### src/rtl/camera_capture_ctrl_if.sv
// Bus bundle for camera_capture_ctrl: register slave, camera pixel input and buffer write port.
interface camera_capture_ctrl_if #(
   parameter int unsigned DATA_W = 12,
   parameter int unsigned ADDR_W = 19
);
   logic [1:0]        address;
   logic              write;
   logic [31:0]       writedata;
   logic              read;
   logic [31:0]       readdata;
   logic              frame_valid;
   logic              line_valid;
   logic              pix_valid;
   logic [DATA_W-1:0] pix_data;
   logic              wr_en;
   logic [ADDR_W-1:0] wr_addr;
   logic [DATA_W-1:0] wr_data;
   logic              wr_ready;
   logic              irq;

   modport slave (
      input  address, write, writedata, read,
      input  frame_valid, line_valid, pix_valid, pix_data, wr_ready,
      output readdata, wr_en, wr_addr, wr_data, irq
   );

   modport master (
      output address, write, writedata, read,
      output frame_valid, line_valid, pix_valid, pix_data, wr_ready,
      input  readdata, wr_en, wr_addr, wr_data, irq
   );
endinterface

### src/rtl/camera_capture_ctrl.sv
// Single-shot / continuous frame capture from the camera pixel bus into a pixel buffer,
// with a 4-register control slave and an end-of-frame interrupt.
module camera_capture_ctrl #(
   parameter int unsigned DATA_W     = 12,
   parameter int unsigned ADDR_W     = 19,
   parameter int unsigned MAX_PIXELS = 307200
) (
   input  logic                  clk,
   input  logic                  reset,
   camera_capture_ctrl_if.slave  bus
);

   // One extra bit so a full buffer of 2^ADDR_W pixels is representable.
   localparam int unsigned      CNT_W   = ADDR_W + 1;
   localparam logic [CNT_W-1:0] MAX_CNT = CNT_W'(MAX_PIXELS);

   typedef enum logic [1:0] {IDLE, ARM, WAIT_SOF, CAPTURE} state_t;

   state_t           state, state_nxt;
   logic             fv_q;
   logic             cont, irq_en, done, ovf, drop;
   logic [CNT_W-1:0] pixcnt;
   logic [15:0]      framecnt;

   logic        ctrl_wr_c, stat_wr_c, start_c, abort_c, sof_c, eof_c;
   logic        cap_c, pix_c, full_c, accept_c, drop_set_c, ovf_set_c;
   logic        frame_end_c, clr_cnt_c;
   logic        cont_n, irq_en_n, done_n, ovf_n, drop_n;
   logic [31:0] rd_mux_c;
   logic        unused_c;

   assign ctrl_wr_c = bus.write && (bus.address == 2'd0);
   assign stat_wr_c = bus.write && (bus.address == 2'd1);
   assign start_c   = ctrl_wr_c && bus.writedata[0];
   assign abort_c   = ctrl_wr_c && bus.writedata[3];
   assign sof_c     = bus.frame_valid && !fv_q;
   assign eof_c     = !bus.frame_valid && fv_q;
   assign unused_c  = ^{bus.read, bus.writedata[31:4]};

   // State register
   always_ff @(posedge clk or posedge reset) begin
      if (reset) state <= IDLE;
      else       state <= state_nxt;
   end

   // Next-state logic; ARM holds off until the camera is between frames
   always_comb begin
      state_nxt = state;
      if (abort_c) begin
         state_nxt = IDLE;
      end else begin
         case (state)
            IDLE:     if (start_c)           state_nxt = ARM;
            ARM:      if (!bus.frame_valid)  state_nxt = WAIT_SOF;
            WAIT_SOF: if (sof_c)             state_nxt = CAPTURE;
            CAPTURE:  if (eof_c)             state_nxt = cont ? WAIT_SOF : IDLE;
            default:                         state_nxt = IDLE;
         endcase
      end
   end

   // Per-cycle control strobes, register next values and read mux
   always_comb begin
      cap_c       = 1'b0;
      pix_c       = 1'b0;
      full_c      = 1'b0;
      accept_c    = 1'b0;
      drop_set_c  = 1'b0;
      ovf_set_c   = 1'b0;
      frame_end_c = 1'b0;
      clr_cnt_c   = 1'b0;
      cont_n      = cont;
      irq_en_n    = irq_en;
      done_n      = done;
      ovf_n       = ovf;
      drop_n      = drop;
      rd_mux_c    = 32'd0;

      cap_c       = (state == CAPTURE) && !abort_c;
      pix_c       = bus.frame_valid && bus.line_valid && bus.pix_valid;
      full_c      = (pixcnt >= MAX_CNT);
      accept_c    = cap_c && pix_c && bus.wr_ready && !full_c;
      drop_set_c  = cap_c && pix_c && !bus.wr_ready;
      ovf_set_c   = cap_c && pix_c && full_c;
      frame_end_c = cap_c && eof_c;
      clr_cnt_c   = !abort_c && ((state == ARM) || (frame_end_c && cont));

      if (ctrl_wr_c) begin
         cont_n   = bus.writedata[1];
         irq_en_n = bus.writedata[2];
      end
      // Hardware set takes priority over a same-cycle write-one-to-clear
      done_n = frame_end_c || (done && !(stat_wr_c && bus.writedata[1]));
      ovf_n  = ovf_set_c   || (ovf  && !(stat_wr_c && bus.writedata[2]));
      drop_n = drop_set_c  || (drop && !(stat_wr_c && bus.writedata[3]));

      case (bus.address)
         2'd0:    rd_mux_c = {29'd0, irq_en, cont, 1'b0};
         2'd1:    rd_mux_c = {28'd0, drop, ovf, done, (state != IDLE)};
         2'd2:    rd_mux_c = 32'(pixcnt);
         default: rd_mux_c = {16'd0, framecnt};
      endcase
   end

   // Registers, write pipeline and outputs
   always_ff @(posedge clk or posedge reset) begin
      if (reset) begin
         fv_q         <= 1'b0;
         cont         <= 1'b0;
         irq_en       <= 1'b0;
         done         <= 1'b0;
         ovf          <= 1'b0;
         drop         <= 1'b0;
         pixcnt       <= '0;
         framecnt     <= 16'd0;
         bus.readdata <= 32'd0;
         bus.wr_en    <= 1'b0;
         bus.wr_addr  <= '0;
         bus.wr_data  <= '0;
         bus.irq      <= 1'b0;
      end else begin
         fv_q         <= bus.frame_valid;
         cont         <= cont_n;
         irq_en       <= irq_en_n;
         done         <= done_n;
         ovf          <= ovf_n;
         drop         <= drop_n;
         bus.readdata <= rd_mux_c;
         bus.wr_en    <= accept_c;
         bus.irq      <= irq_en_n && done_n;
         if (accept_c) begin
            bus.wr_addr <= ADDR_W'(pixcnt);
            bus.wr_data <= bus.pix_data;
            pixcnt      <= pixcnt + CNT_W'(1);
         end else if (clr_cnt_c) begin
            bus.wr_addr <= '0;
            pixcnt      <= '0;
         end
         if (frame_end_c) framecnt <= framecnt + 16'd1;
      end
   end

endmodule

### src/flat_wrapper.sv
// flat-port wrapper written by rule: the top's interface ports become plain ports
module camera_capture_ctrl_flat 
#(
   parameter int unsigned DATA_W     = 12,
   parameter int unsigned ADDR_W     = 19,
   parameter int unsigned MAX_PIXELS = 307200
)
  (clk, reset, bus_address, bus_write, bus_writedata, bus_read, bus_frame_valid, bus_line_valid, bus_pix_valid, bus_pix_data, bus_wr_ready, bus_readdata, bus_wr_en, bus_wr_addr, bus_wr_data, bus_irq);
  camera_capture_ctrl_if #(.DATA_W(DATA_W), .ADDR_W(ADDR_W)) bus_i ();
  input  logic clk;
  input  logic reset;
  input wire logic [$bits(bus_i.address)-1:0] bus_address;
  input wire logic [$bits(bus_i.write)-1:0] bus_write;
  input wire logic [$bits(bus_i.writedata)-1:0] bus_writedata;
  input wire logic [$bits(bus_i.read)-1:0] bus_read;
  input wire logic [$bits(bus_i.frame_valid)-1:0] bus_frame_valid;
  input wire logic [$bits(bus_i.line_valid)-1:0] bus_line_valid;
  input wire logic [$bits(bus_i.pix_valid)-1:0] bus_pix_valid;
  input wire logic [$bits(bus_i.pix_data)-1:0] bus_pix_data;
  input wire logic [$bits(bus_i.wr_ready)-1:0] bus_wr_ready;
  output wire logic [$bits(bus_i.readdata)-1:0] bus_readdata;
  output wire logic [$bits(bus_i.wr_en)-1:0] bus_wr_en;
  output wire logic [$bits(bus_i.wr_addr)-1:0] bus_wr_addr;
  output wire logic [$bits(bus_i.wr_data)-1:0] bus_wr_data;
  output wire logic [$bits(bus_i.irq)-1:0] bus_irq;
  assign bus_i.address = bus_address;
  assign bus_i.write = bus_write;
  assign bus_i.writedata = bus_writedata;
  assign bus_i.read = bus_read;
  assign bus_i.frame_valid = bus_frame_valid;
  assign bus_i.line_valid = bus_line_valid;
  assign bus_i.pix_valid = bus_pix_valid;
  assign bus_i.pix_data = bus_pix_data;
  assign bus_i.wr_ready = bus_wr_ready;
  assign bus_readdata = bus_i.readdata;
  assign bus_wr_en = bus_i.wr_en;
  assign bus_wr_addr = bus_i.wr_addr;
  assign bus_wr_data = bus_i.wr_data;
  assign bus_irq = bus_i.irq;
  camera_capture_ctrl #(.DATA_W(DATA_W), .ADDR_W(ADDR_W), .MAX_PIXELS(MAX_PIXELS)) u_core (.clk(clk), .reset(reset), .bus(bus_i));
endmodule
### config.mk
export PLATFORM = sky130hd
export DESIGN_NAME = camera_capture_ctrl_flat
export DESIGN_NICKNAME = d
export VERILOG_FILES = /design/src/rtl/camera_capture_ctrl_if.sv /design/src/rtl/camera_capture_ctrl.sv /design/src/flat_wrapper.sv
export SDC_FILE = /design/constraint.sdc
export NUM_CORES = 1
export LEC_CHECK = 0
export CELL_PAD_IN_SITES_DETAIL_PLACEMENT = 0
export CELL_PAD_IN_SITES_GLOBAL_PLACEMENT = 1
export CORE_MARGIN = 3
export CORE_UTILIZATION = 40
export DETAILED_ROUTE_END_ITERATION = 10
export MAX_ROUTING_LAYER = met4
export PLACE_DENSITY_LB_ADDON = 0.1
export SLEW_MARGIN = 20
export SYNTH_ARGS = -nofsm -noshare
export SYNTH_HDL_FRONTEND = slang
export SYNTH_SLANG_ARGS = --single-unit
### constraint.sdc
create_clock -name clk -period 4.35 [get_ports clk]
set_input_delay 0.6525 -clock clk [delete_from_list [all_inputs] [get_ports clk]]
set_output_delay 0.6525 -clock clk [all_outputs]
set_load 0.01 [all_outputs]
; Word level (Yosys, flattened, before mapping)
; Index checks and enable logic that the tools add are counted.
; Widths: inputs -> output; s select.
[op_classes]
n_addsub = 2
n_lt_le_gt_ge = 1
n_eq_ne = 9
mux = 13
n_reduce_logical = 41
[ops]
columns = op, count
row1 = $pmux 20 s3, 1
row2 = $mux 20, 2
row3 = $mux 19, 2
row4 = $logic_and 1x1->1, 24
row5 = $add 20x1->20 const B, 1
row6 = $ge 20x19->1 const B, 1
row7 = $add 16x1->16 const B, 1
row8 = $mux 2, 6
row9 = $ne 3x1->1 const B, 3
row10 = $logic_not 1->1, 8
row11 = $pmux 2 s4, 1
row12 = $eq 2x2->1 const B, 3
row13 = $eq 2x1->1 const B, 2
row14 = $logic_not 2->1, 2
row15 = $logic_or 1x1->1, 4
row16 = $reduce_and 4->1, 1
row17 = $reduce_bool 2->1, 2
row18 = $ne 3x2->1 const B, 1
row19 = $mux 1, 1
[totals]
reg_bits = 97
in_bits = 54
output_inout_bits = 65
wordCells = 80

; Longest topological paths before layout
; Gate-level depths: netlist (run 1).
[depth]
ltp_word = 11
mapped_depth = 7
mapped_depth_nobuf = 6

; Worst setup path after synthesis (run 1)
; Ideal clock, no wire load.
[synth_path]
path_type = input-to-reg
start = in bus_address[1]
end = reg u_core.framecnt[8]
setup_time_ps = 123
arrival_ps = 1874
required_ps = 4227
setup_slack_ps = 2353
path_stages = 5
path_buffers = 0
cell_sequence = and4bb_1 > nor4b_4 > and3_1 > nand4_1 > xnor2_1
[synth_between]
elab_chain_cells = 6
[synth_rtl]
columns = item, line
row1 = "start, declared", flat_wrapper.sv:12  ; input wire logic [$bits(bus_i.address)-1:0] bus_address;
row2 = $logic_not 2->1, camera_capture_ctrl.sv:32  ; assign ctrl_wr_c = bus.write && (bus.address == 2'd0);
row3 = $logic_and 1x1->1, camera_capture_ctrl.sv:32
row4 = $logic_and 1x1->1, camera_capture_ctrl.sv:35  ; assign abort_c = ctrl_wr_c && bus.writedata[3];
row5 = $logic_not 1->1, camera_capture_ctrl.sv:79  ; cap_c = (state == CAPTURE) && !abort_c;
row6 = $logic_and 1x1->1, camera_capture_ctrl.sv:79
row7 = $logic_and 1x1->1, camera_capture_ctrl.sv:85  ; frame_end_c = cap_c && eof_c;
row8 = "end signal, assigned", camera_capture_ctrl.sv:139  ; if (frame_end_c) framecnt <= framecnt + 16'd1;
row9 = "end, declared", camera_capture_ctrl.sv:23  ; logic [15:0] framecnt;
; No other way between the ends.
; A chain may end at the register's enable or synchronous reset.

; Worst setup path after layout (run 1)
[layout_path]
start = in bus_address[1]
end = reg u_core.pixcnt[8]
[layout_between]
elab_chain_cells = 10
word_cells_on_any_way = 14
classes_between = mux: 1 / reduce/logical: 13
[layout_rtl]
columns = item, line
row1 = $logic_not 2->1 *, camera_capture_ctrl.sv:32
row2 = $logic_and 1x1->1 *, camera_capture_ctrl.sv:32
row3 = $logic_and 1x1->1 *, camera_capture_ctrl.sv:35
row4 = $logic_not 1->1 *, "camera_capture_ctrl.sv:79, camera_capture_ctrl.sv:86"
row5 = $logic_and 1x1->1, camera_capture_ctrl.sv:79
row6 = $logic_and 1x1->1, camera_capture_ctrl.sv:85
row7 = $logic_and 1x1->1, camera_capture_ctrl.sv:86  ; clr_cnt_c = !abort_c && ((state == ARM) || (frame_end_c && cont));
row8 = $logic_or 1x1->1, camera_capture_ctrl.sv:86
row9 = $logic_and 1x1->1, camera_capture_ctrl.sv:86
row10 = $reduce_bool 2->1 (no line), n/a
row11 = "end signal, assigned", camera_capture_ctrl.sv:134  ; pixcnt <= pixcnt + CNT_W'(1);
row12 = "end, declared", camera_capture_ctrl.sv:22  ; logic [CNT_W-1:0] pixcnt;
; Every way passes the cells marked *; elsewhere a longest branch is shown, timed or not.

==> run summary, run 1 <==
via count of the first global-routing pass - 3213
drt pass-1 iters - 4
detailed router's first-iteration violation count - 167
syn_area_per_cell - 10.4 sq um
Placer Congestion - 0.826
vias - 3147
Pint - 0.00161 W
Setup Fix Bufs, Post-CTS - 0
outcome - complete, no violations
RSZ-0062 raised after global routing - false
CP Max Fanout - 37
sequential cell area - 0.00243 sq mm
hold_buf cts - 0
CTS root buffer - clkbuf_8
Initial Util - 0.416
first-pass GRT wire length - 16700 um
dpl cells - 618
Hold Slack - 0.470 ns
Post-Layout Cell Count - 634
flop2flop setup slack - 1.64 ns
drt via density - 4.96
count leader, synth - dfrtp_1
port bufs - 77
compound-gate portion of the synthesized area - 0.0525
predominant post-synthesis flop cell - dfrtp_1
Tmin final - 3.15 ns
Max Root-Sink Buffers - 2
path depth of the worst reg2reg path - 6
Synth Cell Area - 0.00433 sq mm
Synth top area share - 0.560
I/O pin cnt - 119
f_max - 318 MHz
DP HPWL - 6790 um
Clk pin slew, worst setup/hold paths - 0.09 ns
Hold Path Origin - u_core.framecnt[15]
grt ovf - 0
sequential share of power - 0.487
Clk pwr share - 0.305
Simple-Gate Fraction of Synth Area - 0.227
Yosys warning total - 0
main combinational cell family by area after synthesis - simple AND/OR/NAND/NOR gates
register area share after synthesis - 0.560
Die Y - 110 um
Final setup viols - 0
CTS Buf Count - 9
synth-to-layout area growth - 25.8%
FF-to-FF End - u_core.pixcnt[8]
post-CTS sizing - 0
Synth Area in Adders - 0.00866
largest net degree at the start of global routing - 52
Worst Hold Class - register to register
Skew-Pair Late Insertion Delay - 0.36 ns
core area - 0.0104 sq mm
pwr dens - 410 mW/mm^2
number of flops mapped to enable cells by yosys - 0
Setup crit start kind - input port
clk sink count - 97
GRT Total Usage - 0.185
drt drc - 0
skew final - 0.00878 ns
TNS Setup - 0 ns
Worst Max-Slew Pin Slew - 1.01 ns
critical path endpoint category - register
H-tree lvl count - 3
layout net count - 550
Layout fillers - 972
arrival time worst endpoint - 3.42 ns
Site Rows - 37
top cells by count, synth - 97 x dfrtp_1, 87 x nand2_1, 28 x nand3_1
max-slew violations - 0
#FFs+latches synth - 97
mux cell area share after synthesis - 0.0554
initial antenna violation count - 0
crit share post-route - 0.723
Syn Inst Count - 415
reg2reg start - u_core.pixcnt[17]
share of cells above drive strength 1 - 0.0683
peak supply drop - 0.212 mV
area of the multi-input gates - 0.00175 sq mm
critical path type - input port to register
drt total wl - 9720 um
maxcap violations - 0
Pleak - 2.54 nW
number of cells on the worst hold path - 1
ANT cells - 0
Die ar. - 0.0121 sq mm
Synth area leader - dfrtp_1
power share of the combinational group - 0.208
Rel. slew slack - 0.329
CTS tree - done
Hold Vio Cnt, Final - 0
Cell variety after synth - 48
Hold Path End - u_core.framecnt[15]
Crit path required time - 4.62 ns
sw frac - 0.281
Die Wd - 110 um
DRT antenna net count - 0
asr flop ratio synth - 1.00
drt wl/cell - 15.3 um
top cells by area, synth - dfrtp_1 56%, nand2_1 7.5%, xnor2_1 3.8%
switching pwr - 0.000627 W
Post-Synth XOR/XNOR Area - 0.0505
==> final cells by class <==
| type | instances | share of cell area |
|---|---|---|
| clock buffers | 12 | 0.0303 |
| clock inverters | 4 | 0.0135 |
| inverters | 10 | 0.00734 |
| multi-input cells | 291 | 0.321 |
| flip-flops and latches | 97 | 0.445 |
| well taps | 136 | 0.0312 |
| repair buffers | 84 | 0.151 |
==> power groups by stage <==
stage	Clock, W	Combinational, W	Sequential [W]
2_1_floorplan	0	0.000229	0.00112
3_3_place_gp	0	0.000465	0.00110
3_5_place_dp	0	0.000471	0.00111
4_1_cts	0.000698	0.000473	0.00109
5_1_grt	0.000744	0.000522	0.00111
6_report	0.000682	0.000464	0.00109
==> routing by layer <==
layer	track usage	share of wire	wire length, um
met5	-	0	0
met4	0.0800	0.025	244
met3	0.0291	0.047	453
met2	0.261	0.44	4240
met1	0.264	0.49	4790
==> layout by cell type, fill, tap and decap left out, drive strengths merged, types with 3 or more instances in the layout <==
master / netlist / layout
mux2: 4 / 4
nor2: 22 / 22
o21ai: 10 / 10
nand4: 11 / 11
and4: 4 / 4
clkdlybuf4s50: 0 / 77
inv: 10 / 10
nor2b: 15 / 15
xor2: 6 / 6
a22o: 4 / 4
buf: 21 / 7
nor4: 8 / 8
and2: 6 / 6
xnor2: 19 / 19
ha: 3 / 3
and3: 5 / 5
nand2: 87 / 87
dfrtp: 97 / 97
nand3: 28 / 28
a21oi: 6 / 6
conb: 1 / 12
clkbuf: 7 / 12
mux2i: 15 / 15
==> state kept, by name, indices dropped and copies added (netlist names), 2 cells and up <==
name,count
u_core.bus.readdata,20
u_core.bus.wr_addr,19
u_core.bus.wr_data,12
u_core.framecnt,16
u_core.pixcnt,20
u_core.state,2
==> critical path: stages <==
cell and delay, ns:
clkdlybuf4s50_1 0.93, nand4bb_1 0.29, nand4_1 0.12, buf_4 0.20, or2_1 0.26, inv_2 0.47, nand2_1 0.22, o31ai_1 0.27
==> stage by stage <==
stage               power, W  area [sq um]  worst slack, ns   util
finish               0.00224          5450             1.20  0.523
global route         0.00237          5450            0.956  0.523
floorplan            0.00135          4380             1.16      -
global placement     0.00157          5210            0.827  0.500
detailed placement   0.00158          5210            0.811  0.500
CTS                  0.00226          5450             1.22  0.523
==> cells by family after synthesis <==
group                      Yosys count
AOI/OAI and AO/OA                   34
xor gates and xnor gates            25
adders and majority gates            3
buffers and inverters               38
DFF                                 97
muxes                               21
other                                1
and+or+nand+nor                    196
==> worst max path at each step <==
stage                   start           endpoint  slack, ns  depth (start not counted)
2_1_floorplan           reset     u_core.bus.irq       1.16                          1
3_3_place_gp   bus_address[1]  u_core.pixcnt[17]       0.83                          8
3_5_place_dp   bus_address[1]   u_core.pixcnt[8]       0.81                          8
4_1_cts        bus_address[1]   u_core.pixcnt[8]       1.22                          8
5_1_grt        bus_address[1]   u_core.pixcnt[8]       0.96                          8
6_report       bus_address[1]   u_core.pixcnt[8]       1.20                          8
Power figures use the tool's default switching activity.
==> inputs of run 2 (changes only) <==
CORE_UTILIZATION = 37   (was 40)
clock period = 2.9 ns   (was 4.35 ns; I/O delays follow)
==> run summary, run 2 (same netlist as run 1, synthesis figures left out) <==
post-CTS sizing - 0
critical path endpoint category - register
Crit path depth - 7
drt via density - 4.94
first-pass GRT wire length - 16900 um
Critical-path top delay cell - clkdlybuf4s50_1
Placer Congestion - 0.790
grt ovf - 0
Hold Slack - 0.391 ns
Critical path buffers and inverters - 2
max-slew violations - 0
H-tree lvl count - 3
Setup crit start kind - input port
maxcap violations - 0
largest net degree at the start of global routing - 64
pwr dens - 648 mW/mm^2
detailed router's first-iteration violation count - 137
sequential cell area - 0.00243 sq mm
hold_buf cts - 0
reg2reg start - u_core.pixcnt[17]
TNS Setup - 0 ns
I/O pin cnt - 119
ANT cells - 0
layout net count - 554
Die ar. - 0.0130 sq mm
core area - 0.0111 sq mm
synth-to-layout area growth - 28.6%
Crit path largest cell delay - 0.60 ns
drt pass-1 iters - 5
Post-Layout Cell Count - 641
outcome - complete, no violations
Max Root-Sink Buffers - 2
Layout fillers - 1050
Final setup viols - 0
Site Rows - 38
DP HPWL - 7010 um
peak supply drop - 0.273 mV
Pleak - 2.59 nW
arrival time worst endpoint - 2.44 ns
clk sink count - 97
Tmin final - 2.23 ns
worst setup path startpoint - bus_frame_valid
path depth of the worst reg2reg path - 6
area of the multi-input gates - 0.00175 sq mm
Final Power - 0.00361 W
RSZ-0062 raised after global routing - false
CTS Buf Count - 9
CP Max Fanout - 38
drt total wl - 10100 um
dpl cells - 626
Setup Fix Bufs, Post-CTS - 0
initial antenna violation count - 0
biggest regs - u_core.bus.readdata: 20 flops, u_core.pixcnt: 20 flops, u_core.bus.wr_addr: 19 flops
CTS tree - done
f_max - 448 MHz
DRT antenna net count - 0
fin util - 0.501
CP top delay family - buffers and inverters
share of cells above drive strength 1 - 0.0699
Die Wd - 114 um
GRT Total Usage - 0.169
drt wl/cell - 15.7 um
crit share post-route - 0.769
CTS root buffer - clkbuf_16
vias - 3167
Crit path required time - 3.11 ns
via count of the first global-routing pass - 3199
skew final - 0.00732 ns
Worst Hold Class - input port to asynchronous set/reset pin
most frequent cells in the layout - 97 x dfrtp_1, 87 x nand2_1, 77 x clkdlybuf4s50_1
port bufs - 77
worst-path cell chain - clkdlybuf4s50_1 > and3_1 > nand4_1 > or2_1 > buf_4 > o311ai_1 > o31ai_1
drt drc - 0
Hold Vio Cnt, Final - 0
Clk pin slew, worst setup/hold paths - 0.06 ns
commonest non-fill, non-tap cell in the layout - dfrtp_1
Skew-Pair Late Insertion Delay - 0.34 ns
critical path type - input port to register
Initial Util - 0.390
Die Y - 114 um
## run 2: cell count changes in the layout (fill, tap and decap cells not counted), sizes merged
cell and delta:
clkinvlp +1, buf +4, inv -1, clkinv -1
## run 2: per-layer routing
layer / wire, um / vias up / GRT usage
met5: 0 / - / -
li1: - / 1544 / -
met3: 382 / 11 / 0.0301
met2: 4560 / 68 / 0.248
met1: 5020 / 1544 / 0.244
met4: 116 / 0 / 0.0451
## run 2: final timing paths
kind	slack (ns)	to
worst max register to register	0.86	u_core.pixcnt[8]
worst max-delay path	0.67	u_core.pixcnt[8]
worst min register to register	0.47	u_core.framecnt[15]
min in group clk	0.47	u_core.framecnt[15]
max in group asynchronous	1.91	u_core.bus.wr_addr[4]
worst min-delay path	0.39	u_core.bus.readdata[1]
## run 2: through the flow
stage	cell area, sq um	setup WS, ns
6_report	5570	0.669
5_1_grt	5570	0.510
4_1_cts	5570	0.647
3_5_place_dp	5260	0.364
3_3_place_gp	5260	0.381
2_1_floorplan	4380	1.12
## run 2: power by group
| group | switching [W] | total [W] | internal [W] |
|---|---|---|---|
| Clock | 0.000490 | 0.00126 | 0.000774 |
| Sequential | 0.000123 | 0.00164 | 0.00151 |
| Combinational | 0.000357 | 0.000708 | 0.000351 |
| Total | 0.000969 | 0.00361 | 0.00264 |
## run 2: final cells by class
cell class | instances | area share
Inverter | 10 | 0.00741
Tap cell | 140 | 0.0314
Clock inverter | 3 | 0.0117
Sequential cell | 97 | 0.436
Timing Repair Buffer | 88 | 0.155
Multi-Input combinational cell | 291 | 0.314
Clock buffer | 12 | 0.0442
